$ cat config.mk
export PLATFORM = sky130hd
export DESIGN_NAME = alu_exec_unit_flat
export DESIGN_NICKNAME = d
export VERILOG_FILES = /design/src/rtl/alu_exec_unit_if.sv /design/src/rtl/alu_exec_unit.sv /design/src/flat_wrapper.sv
export SDC_FILE = /design/constraint.sdc
export NUM_CORES = 1
export LEC_CHECK = 0
export ABC_AREA = 0
export CAP_MARGIN = 20
export CORE_UTILIZATION = 35
export DETAILED_ROUTE_END_ITERATION = 6
export MAX_ROUTING_LAYER = met4
export PLACE_DENSITY_LB_ADDON = 0.15
export RECOVER_POWER = 100
export SYNTH_ARGS = -nofsm -noshare
export SYNTH_HDL_FRONTEND = slang
export SYNTH_SLANG_ARGS = --single-unit
$ cat constraint.sdc
create_clock -name clk -period 7.3 [get_ports clk]
set_input_delay 0.73 -clock clk [delete_from_list [all_inputs] [get_ports clk]]
set_output_delay 0.73 -clock clk [all_outputs]
set_load 0.005 [all_outputs]
$ cat src/rtl/alu_exec_unit_if.sv
`default_nettype none
// ============================================================================
//  Module      : alu_exec_unit_if
//  Description : Request/response bundle for the execute-stage ALU.
//                master drives the operation and consumes the result;
//                slave is the ALU itself.
//                Request : in_valid, in_ready, Operation, SrcA, SrcB
//                Response: out_valid, out_ready, ALUResult, Zero
//  Revision    : 1.0  initial release
// ============================================================================
interface alu_exec_unit_if #(
    parameter int DATA_W = 32
) ();
    logic              in_valid;
    logic              in_ready;
    logic [3:0]        Operation;
    logic [DATA_W-1:0] SrcA;
    logic [DATA_W-1:0] SrcB;
    logic              out_valid;
    logic              out_ready;
    logic [DATA_W-1:0] ALUResult;
    logic              Zero;

    modport master (
        output in_valid, Operation, SrcA, SrcB, out_ready,
        input  in_ready, out_valid, ALUResult, Zero
    );

    modport slave (
        input  in_valid, Operation, SrcA, SrcB, out_ready,
        output in_ready, out_valid, ALUResult, Zero
    );
endinterface
`default_nettype wire

$ cat src/rtl/alu_exec_unit.sv
`default_nettype none
// ============================================================================
//  Module      : alu_exec_unit
//  Description : Multi-cycle execute-stage ALU. Logic, add/sub, compare and
//                equality ops finish in one cycle; shifts run on a serial
//                shifter moving one bit position per cycle.
//  Ports       : clk    - clock, rising edge
//                reset  - synchronous active-high reset
//                flush  - synchronous abort of in-flight op and held result
//                bus    - alu_exec_unit_if.slave (operation in, result out)
//                busy   - high while a serial shift is in progress
//  Revision    : 1.0  initial release
// ============================================================================
module alu_exec_unit #(
    parameter int DATA_W = 32
) (
    input  logic                clk,
    input  logic                reset,
    input  logic                flush,
    alu_exec_unit_if.slave      bus,
    output logic                busy
);

    localparam int SW = $clog2(DATA_W);

    localparam logic [3:0] c_OP_AND = 4'b0000;
    localparam logic [3:0] c_OP_SUB = 4'b0001;
    localparam logic [3:0] c_OP_ADD = 4'b0010;
    localparam logic [3:0] c_OP_SLL = 4'b0011;
    localparam logic [3:0] c_OP_SRL = 4'b0100;
    localparam logic [3:0] c_OP_SRA = 4'b0101;
    localparam logic [3:0] c_OP_XOR = 4'b0110;
    localparam logic [3:0] c_OP_OR  = 4'b0111;
    localparam logic [3:0] c_OP_SLT = 4'b1000;
    localparam logic [3:0] c_OP_EQ  = 4'b1001;

    typedef enum logic [0:0] {
        ST_IDLE  = 1'b0,
        ST_SHIFT = 1'b1
    } state_t;

    state_t            state_q,     state_d;
    logic [SW-1:0]     cnt_q,       cnt_d;
    logic [DATA_W-1:0] work_q,      work_d;
    logic [3:0]        op_q,        op_d;
    logic              out_valid_q, out_valid_d;
    logic [DATA_W-1:0] result_q,    result_d;
    logic              zero_q,      zero_d;

    logic              w_in_ready;
    logic              w_accept;
    logic              w_is_shift;
    logic [SW-1:0]     w_shamt;
    logic [DATA_W-1:0] w_single;
    logic [DATA_W-1:0] w_step;

    // Output register may be refilled whenever it is empty or being drained
    // this cycle; reset and flush both block acceptance.
    assign w_in_ready = (state_q == ST_IDLE) && (!out_valid_q || bus.out_ready)
                        && !flush && !reset;
    assign w_accept   = bus.in_valid && w_in_ready;
    assign w_shamt    = bus.SrcB[SW-1:0];
    assign w_is_shift = (bus.Operation == c_OP_SLL) || (bus.Operation == c_OP_SRL)
                        || (bus.Operation == c_OP_SRA);

    // Single-cycle result. Shift ops only land here with shamt == 0, where the
    // result is SrcA unchanged, so no barrel shifter is needed.
    always_comb begin
        w_single = bus.SrcA & bus.SrcB;
        case (bus.Operation)
            c_OP_SUB: w_single = bus.SrcA - bus.SrcB;
            c_OP_ADD: w_single = bus.SrcA + bus.SrcB;
            c_OP_SLL,
            c_OP_SRL,
            c_OP_SRA: w_single = bus.SrcA;
            c_OP_XOR: w_single = bus.SrcA ^ bus.SrcB;
            c_OP_OR:  w_single = bus.SrcA | bus.SrcB;
            c_OP_SLT: w_single = {{(DATA_W-1){1'b0}}, ($signed(bus.SrcA) < $signed(bus.SrcB))};
            c_OP_EQ:  w_single = {{(DATA_W-1){1'b0}}, (bus.SrcA == bus.SrcB)};
            default:  w_single = bus.SrcA & bus.SrcB;
        endcase
    end

    // One-position step of the serial shifter in the latched direction.
    always_comb begin
        case (op_q)
            c_OP_SLL: w_step = {work_q[DATA_W-2:0], 1'b0};
            c_OP_SRL: w_step = {1'b0, work_q[DATA_W-1:1]};
            default:  w_step = {work_q[DATA_W-1], work_q[DATA_W-1:1]};
        endcase
    end

    always_comb begin
        state_d     = state_q;
        cnt_d       = cnt_q;
        work_d      = work_q;
        op_d        = op_q;
        out_valid_d = out_valid_q;
        result_d    = result_q;
        zero_d      = zero_q;

        if (flush) begin
            // Held result is dropped but its value stays on ALUResult/Zero.
            state_d     = ST_IDLE;
            out_valid_d = 1'b0;
        end else begin
            if (out_valid_q && bus.out_ready) begin
                out_valid_d = 1'b0;
            end
            case (state_q)
                ST_IDLE: begin
                    if (w_accept) begin
                        if (w_is_shift && (w_shamt != '0)) begin
                            work_d  = bus.SrcA;
                            cnt_d   = w_shamt;
                            op_d    = bus.Operation;
                            state_d = ST_SHIFT;
                        end else begin
                            result_d    = w_single;
                            zero_d      = (w_single == '0);
                            out_valid_d = 1'b1;
                        end
                    end
                end
                ST_SHIFT: begin
                    work_d = w_step;
                    cnt_d  = cnt_q - SW'(1);
                    if (cnt_q == SW'(1)) begin
                        result_d    = w_step;
                        zero_d      = (w_step == '0);
                        out_valid_d = 1'b1;
                        state_d     = ST_IDLE;
                    end
                end
                default: state_d = ST_IDLE;
            endcase
        end
    end

    always_ff @(posedge clk) begin
        if (reset) begin
            state_q     <= ST_IDLE;
            cnt_q       <= '0;
            work_q      <= '0;
            op_q        <= '0;
            out_valid_q <= 1'b0;
            result_q    <= '0;
            zero_q      <= 1'b0;
        end else begin
            state_q     <= state_d;
            cnt_q       <= cnt_d;
            work_q      <= work_d;
            op_q        <= op_d;
            out_valid_q <= out_valid_d;
            result_q    <= result_d;
            zero_q      <= zero_d;
        end
    end

    assign bus.in_ready  = w_in_ready;
    assign bus.out_valid = out_valid_q;
    assign bus.ALUResult = result_q;
    assign bus.Zero      = zero_q;
    assign busy          = (state_q == ST_SHIFT);

endmodule
`default_nettype wire

$ cat src/flat_wrapper.sv
// flat-port wrapper written by rule: the top's interface ports become plain ports
module alu_exec_unit_flat 
#(
    parameter int DATA_W = 32
)
  (clk, reset, flush, busy, bus_in_valid, bus_Operation, bus_SrcA, bus_SrcB, bus_out_ready, bus_in_ready, bus_out_valid, bus_ALUResult, bus_Zero);
  alu_exec_unit_if #(.DATA_W(DATA_W)) bus_i ();
  input  logic clk;
  input  logic reset;
  input  logic flush;
  output logic busy;
  input wire logic [$bits(bus_i.in_valid)-1:0] bus_in_valid;
  input wire logic [$bits(bus_i.Operation)-1:0] bus_Operation;
  input wire logic [$bits(bus_i.SrcA)-1:0] bus_SrcA;
  input wire logic [$bits(bus_i.SrcB)-1:0] bus_SrcB;
  input wire logic [$bits(bus_i.out_ready)-1:0] bus_out_ready;
  output wire logic [$bits(bus_i.in_ready)-1:0] bus_in_ready;
  output wire logic [$bits(bus_i.out_valid)-1:0] bus_out_valid;
  output wire logic [$bits(bus_i.ALUResult)-1:0] bus_ALUResult;
  output wire logic [$bits(bus_i.Zero)-1:0] bus_Zero;
  assign bus_i.in_valid = bus_in_valid;
  assign bus_i.Operation = bus_Operation;
  assign bus_i.SrcA = bus_SrcA;
  assign bus_i.SrcB = bus_SrcB;
  assign bus_i.out_ready = bus_out_ready;
  assign bus_in_ready = bus_i.in_ready;
  assign bus_out_valid = bus_i.out_valid;
  assign bus_ALUResult = bus_i.ALUResult;
  assign bus_Zero = bus_i.Zero;
  alu_exec_unit #(.DATA_W(DATA_W)) u_core (.clk(clk), .reset(reset), .flush(flush), .bus(bus_i), .busy(busy));
endmodule
# Word level (Yosys, flattened, before mapping)
# Cells that the tools add are included.
dict set report word_totals {
  register_bits 76
  out_inout_bits 36
  elab_cells 78
}
dict set report op_classes {
  n_eq_ne 17
  n_reduce_logical 20
  order_cmp 1
  bitwise_logic 5
  n_addsub 3
  n_mux 25
}
# op count
set ops {}
lappend ops {{$pmux 32 s7} 1}
lappend ops {{$pmux 32 s2} 3}
lappend ops {{$mux 32} 5}
lappend ops {{$logic_not 32->1} 2}
lappend ops {{$add 32x32->32} 1}
lappend ops {{$and 32x32->32} 1}
lappend ops {{$eq 32x32->1} 1}
lappend ops {{$lt 32x32->1} 1}
lappend ops {{$or 32x32->32} 1}
lappend ops {{$sub 32x32->32} 1}
lappend ops {{$xor 32x32->32} 1}
lappend ops {{$eq 4x3->1 const B} 5}
lappend ops {{$eq 4x2->1 const B} 3}
lappend ops {{$mux 1} 10}
lappend ops {{$mux 5} 2}
lappend ops {{$pmux 5 s2} 1}
lappend ops {{$eq 4x4->1 const B} 2}
lappend ops {{$reduce_and 4->1} 2}
lappend ops {{$logic_and 1x1->1} 6}
lappend ops {{$ne 2x2->1 const B} 3}
lappend ops {{$pmux 1 s2} 3}
lappend ops {{$eq 5x1->1 const B} 1}
lappend ops {{$reduce_bool 5->1} 1}
lappend ops {{$sub 5x1->5 const B} 1}
lappend ops {{8 further kinds} 13}

# Longest topological paths before layout
dict set report logic_depth {
  depth_word 8
  depth_mapped 14
}

# Least setup slack after synthesis
# Ideal clock, no wire load.
dict set report synth_timing {
  path_type {input to register}
  start {in bus_SrcB[0]}
  end {reg u_core.zero_q, in the netlist u_core.bus.Zero}
  stages 13
  arrival_ps 3283
  setup_time_ps 116
  setup_slack_ps 3901
  path_cell_list {ha_1 > inv_1 > fa_1 > nand2b_1 > a211oi_4 > o21ai_2 > a211oi_2 > o2111ai_2 > a21o_1 > a221o_1 > o2111ai_1 > nor4_2 > a31o_1}
}
dict set report synth_between {
  elab_chain_len 6
  elab_cells_between_ends 16
}
# element line_no
set synth_rtl {}
lappend synth_rtl {{start: declaration} flat_wrapper.sv:15} ;# input wire logic [$bits(bus_i.SrcB)-1:0] bus_SrcB;
lappend synth_rtl {{$add 32x32->32 (tied with other cells)} alu_exec_unit.sv:72} ;# c_OP_ADD: w_single = bus.SrcA + bus.SrcB;
lappend synth_rtl {{$pmux 32 s7} alu_exec_unit.sv:70} ;# case (bus.Operation)
lappend synth_rtl {{$logic_not 32->1} alu_exec_unit.sv:120} ;# zero_d = (w_single == '0);
lappend synth_rtl {{$mux 1} alu_exec_unit.sv:113} ;# if (w_is_shift && (w_shamt != '0)) begin
lappend synth_rtl {{$mux 1} alu_exec_unit.sv:112} ;# if (w_accept) begin
lappend synth_rtl {{$pmux 1 s2} alu_exec_unit.sv:110} ;# case (state_q)
lappend synth_rtl {{end signal: assignment} alu_exec_unit.sv:156} ;# zero_q <= zero_d;
lappend synth_rtl {{end: declaration} alu_exec_unit.sv:48} ;# logic zero_q, zero_d;
# Several ways; a longest one is shown, not always the timed one. The select of a mux whose other input is x is not followed.
# A chain may end at the register's enable or synchronous reset.

# Worst setup path in the final report
dict set report layout_timing {
  start {in bus_Operation[0]}
  end {reg u_core.zero_q, in the netlist u_core.bus.Zero}
}
dict set report layout_between {
  elab_chain_len 7
  elab_cells_between_ends 20
}
# element line_no
set layout_rtl {}
lappend layout_rtl {{start: declaration} flat_wrapper.sv:13} ;# input wire logic [$bits(bus_i.Operation)-1:0] bus_Operation;
lappend layout_rtl {{$eq 4x3->1 (tied with other cells)} {alu_exec_unit.sv:64, alu_exec_unit.sv:70}}
lappend layout_rtl {{$reduce_or 3->1} alu_exec_unit.sv:70}
lappend layout_rtl {{$pmux 32 s7} alu_exec_unit.sv:70}
lappend layout_rtl {{$logic_not 32->1} alu_exec_unit.sv:120}
lappend layout_rtl {{$mux 1} alu_exec_unit.sv:113}
lappend layout_rtl {{$mux 1} alu_exec_unit.sv:112}
lappend layout_rtl {{$pmux 1 s2} alu_exec_unit.sv:110}
# Several ways; a longest one is shown, not always the timed one. The select of a mux whose other input is x is not followed.

==> metrics.txt <==
status=finished with violations; failing checks=capacitance limit, slew limit; R2R Setup Slk=2.19 ns; final hold vios=0; Fillers=3081; detailed placement HPWL=33300 µm; skew final=around 0.0066 ns; area of the mapped netlist=10100 µm²; crit end category=flop; first-pass detailed-route iteration total=5; Vias=11700; NumNets Final=1683; n_diodes=0; Die X=about 170 µm; Seq/Total Area, Yosys=0.151; Synth area leaders=dfxtp_1, ha_1, nand2_1; dpl ws=2.46 ns; Crit Path Max Fanout=33; Mapped Nets=1649; Top Ports=109; H-tree Lvls=3; Async SR Flop Fraction=0; Initial Utilization=0.359; met1 Resource Use GR=0.408; Comb power frac=0.408; Worst Hold Depth=2; crit path setup slack, layout=1.81 ns; GRT Residual Overflow=0; top cell type's share of synthesized area=0.151; Worst EP required=between 7 and 8 ns; final wirelength=44000 µm; Core Util, Final=0.414; row count=61; total number of yosys warnings=0; Int Power=just under 1 mW; r2r worst-path depth=7; GRT Total Usage=0.308; Final Max Tran Viols=153; met2 GRT Util=0.480; RSZ-0062 raised after global routing=false; largest area contributor in the netlist=dfxtp_1; Post-synth EDFFs=0; Net Sw Frac=0.383; fraction of layout cells with a size suffix above 1=0.0508; post-placement cell count=1877; Flop pwr share=0.272; Chip Height=roughly 170 µm; gr busiest metal=met2; Starting DRT DRC Count=1226; max_slew headroom=-1.46; core region area=between 20000 and 30000 µm²; I/O Buffers=roughly 110; GPL Wtd Cong=1.02; Power Density=135 nW/µm²; worst min-delay path class=flop to flop; WP data arrival=5.78 ns; Num CTS Buffers=9; clock network power share=0.321; Antenna Nets Post-Route=0; Peak VDD IR=0.139 mV; ys flop type=dfxtp_1; critical path class=primary input to flop; period utilisation layout=0.753; Yosys cell types=100; Hold Crit Endpoint=u_core.bus.ALUResult[22]; R2R Path Start=u_core.busy; minimum clock period=5.49 ns; Fmax=0.182 GHz; post-CTS setup buffer count=0; Setup TNS=0 ns; flip-flop and latch count after synthesis=76; DRC viols=0; initial antenna violation count=0; endpoints failing setup=0; CP startpoint=bus_Operation[0]; static leakage=4.60 nW; Net Switching=601 µW; Cell Count, Final, Fillers Out=1893; clock tree sinks=76; largest net degree at the start of global routing=80; area delta synth->final=15.2%; reg-to-reg endpoint=u_core.bus.Zero; wire per inst=23.2 µm; CTS max path bufs=2; first-pass GRT wire length=66900 µm; CTS root buffer=clkbuf_16; DIE AREA=29500 µm²; Post-Syn Instances=1476; syn avg cell area=6.84 µm²; MaxCap Viol Count=3; mean number of vias per cell=6.20; Reg clk slew, reported paths=0.06 ns; HP Start=u_core.bus.ALUResult[22]; Resized cells post-CTS=0; worst-margin pin slew=3.69 ns; vias in the first global route=between 10000 and 15000; CTS Hold Bufs=0; routing usage on met3=0.0320; CP Launch Type=primary input; TritonCTS clock tree=done; Clk Latency, worst-skew pair=0.34 ns
state kept, by name, indices dropped and copies added, names as in the netlist:
signal / cells
u_core.op_q: 4
u_core.busy: 1
u_core.cnt_q: 5
u_core.bus.ALUResult: 32
u_core.work_q: 32
u_core.bus.out_valid: 1
u_core.bus.Zero: 1
routing by layer:
| metal | part of all wire | up-vias |
|---|---|---|
| met2 | 0.45 | 547 |
| met1 | 0.45 | 5615 |
| met4 | 0.043 | 0 |
| li1 | - | 5470 |
| met5 | 0 | - |
| met3 | 0.065 | 100 |
cells in the mapped netlist (16+ instances only):
master    instances
a21oi_1         141
o21ai_0          78
nor4_1           25
ha_1             98
nor3_1           43
clkbuf_1         59
nand2_1         191
nand3_1          46
a211oi_1         27
a31oi_1          27
a21o_1           16
buf_2            29
dfxtp_1          76
inv_1           100
nor2_1          136
o211ai_1         51
mux2i_1          25
worst max-delay path, cell delays in order:
cell and delay, ns:
dlygate4sd3_1 0.52, clkbuf_1 1.17, or4_1 0.35, nand2_1 0.56, a2111oi_0 0.82, nor3b_1 0.11, a31oi_1 0.29, nand4_1 0.12
nor4_1 0.29, nand4_1 0.24, nor4_1 0.39, a31o_1 0.19
area by class of cell:
| class | count | area [µm²] | share of cell area |
|---|---|---|---|
| sequential | 76 | 1520 | 0.131 |
| clock buffer | 13 | 270 | 0.0232 |
| tap | 378 | 473 | 0.0407 |
| timing repair buffer | 128 | 1210 | 0.104 |
| inverter | 104 | 390 | 0.0336 |
| multi-input combinational | 1191 | 7690 | 0.662 |
| clock inverter | 3 | 67.6 | 0.00581 |
placed cells by master (no fill, tap or decap), drive strengths merged, types with 8 or more instances in the layout:
cell type / instances
nor4: 28
nor3: 44
buf: 18
nand3: 46
a21o: 16
mux2i: 25
a21oi: 144
xnor2: 8
clkbuf: 17
o221ai: 9
a31oi: 28
ha: 98
inv: 103
nor2b: 15
o22ai: 11
nor2: 140
a22oi: 9
and2: 9
dlygate4sd3: 36
nand4: 15
nand2: 191
o31ai: 17
o211ai: 51
a211oi: 30
clkdlybuf4s50: 70
o21ai: 87
nand2b: 10
a2111oi: 8
and3: 8
a211o: 11
o2111ai: 9
a221oi: 13
dfxtp: 76
how the worst max path moves through the flow:
stage                            to  slack [ns]  cells after the start
CTS                 u_core.bus.Zero        2.78                     14
finish              u_core.bus.Zero        1.81                     12
detailed placement  u_core.bus.Zero        2.46                     14
floorplan           u_core.bus.Zero        3.90                     13
global route        u_core.bus.Zero        1.56                     12
global placement    u_core.bus.Zero        2.44                     14
kinds of logic after synthesis:
logic type	count (synthesis)	synth area share
AND/OR/NAND/NOR	547	0.259
AO/OA/AOI/OAI	507	0.343
buffers and inverters	209	0.0858
adder cells (fa/ha/maj)	100	0.125
flip-flops	76	0.151
multiplexers	26	0.0259
XOR/XNOR	11	0.00955
power by group through the flow:
stage	clock [mW]	combinational, mW	sequential, mW
4_1_cts	0.510	0.628	0.426
6_report	0.503	0.640	0.426
3_5_place_dp	0	0.624	0.435
5_1_grt	0.529	0.685	0.427
2_1_floorplan	0	0.400	0.434
3_3_place_gp	0	0.630	0.435
through the flow:
| step | hold slack (ns) | total power [mW] | area [µm²] |
|---|---|---|---|
| 2_1_floorplan | 0.444 | 0.835 | 10100 |
| 3_3_place_gp | 0.442 | 1.07 | 11300 |
| 3_5_place_dp | 0.448 | 1.06 | 11300 |
| 4_1_cts | 0.456 | 1.56 | 11700 |
| 5_1_grt | 0.473 | 1.64 | 11600 |
| 6_report | 0.447 | 1.57 | 11600 |
Power figures use the tool's default switching activity.
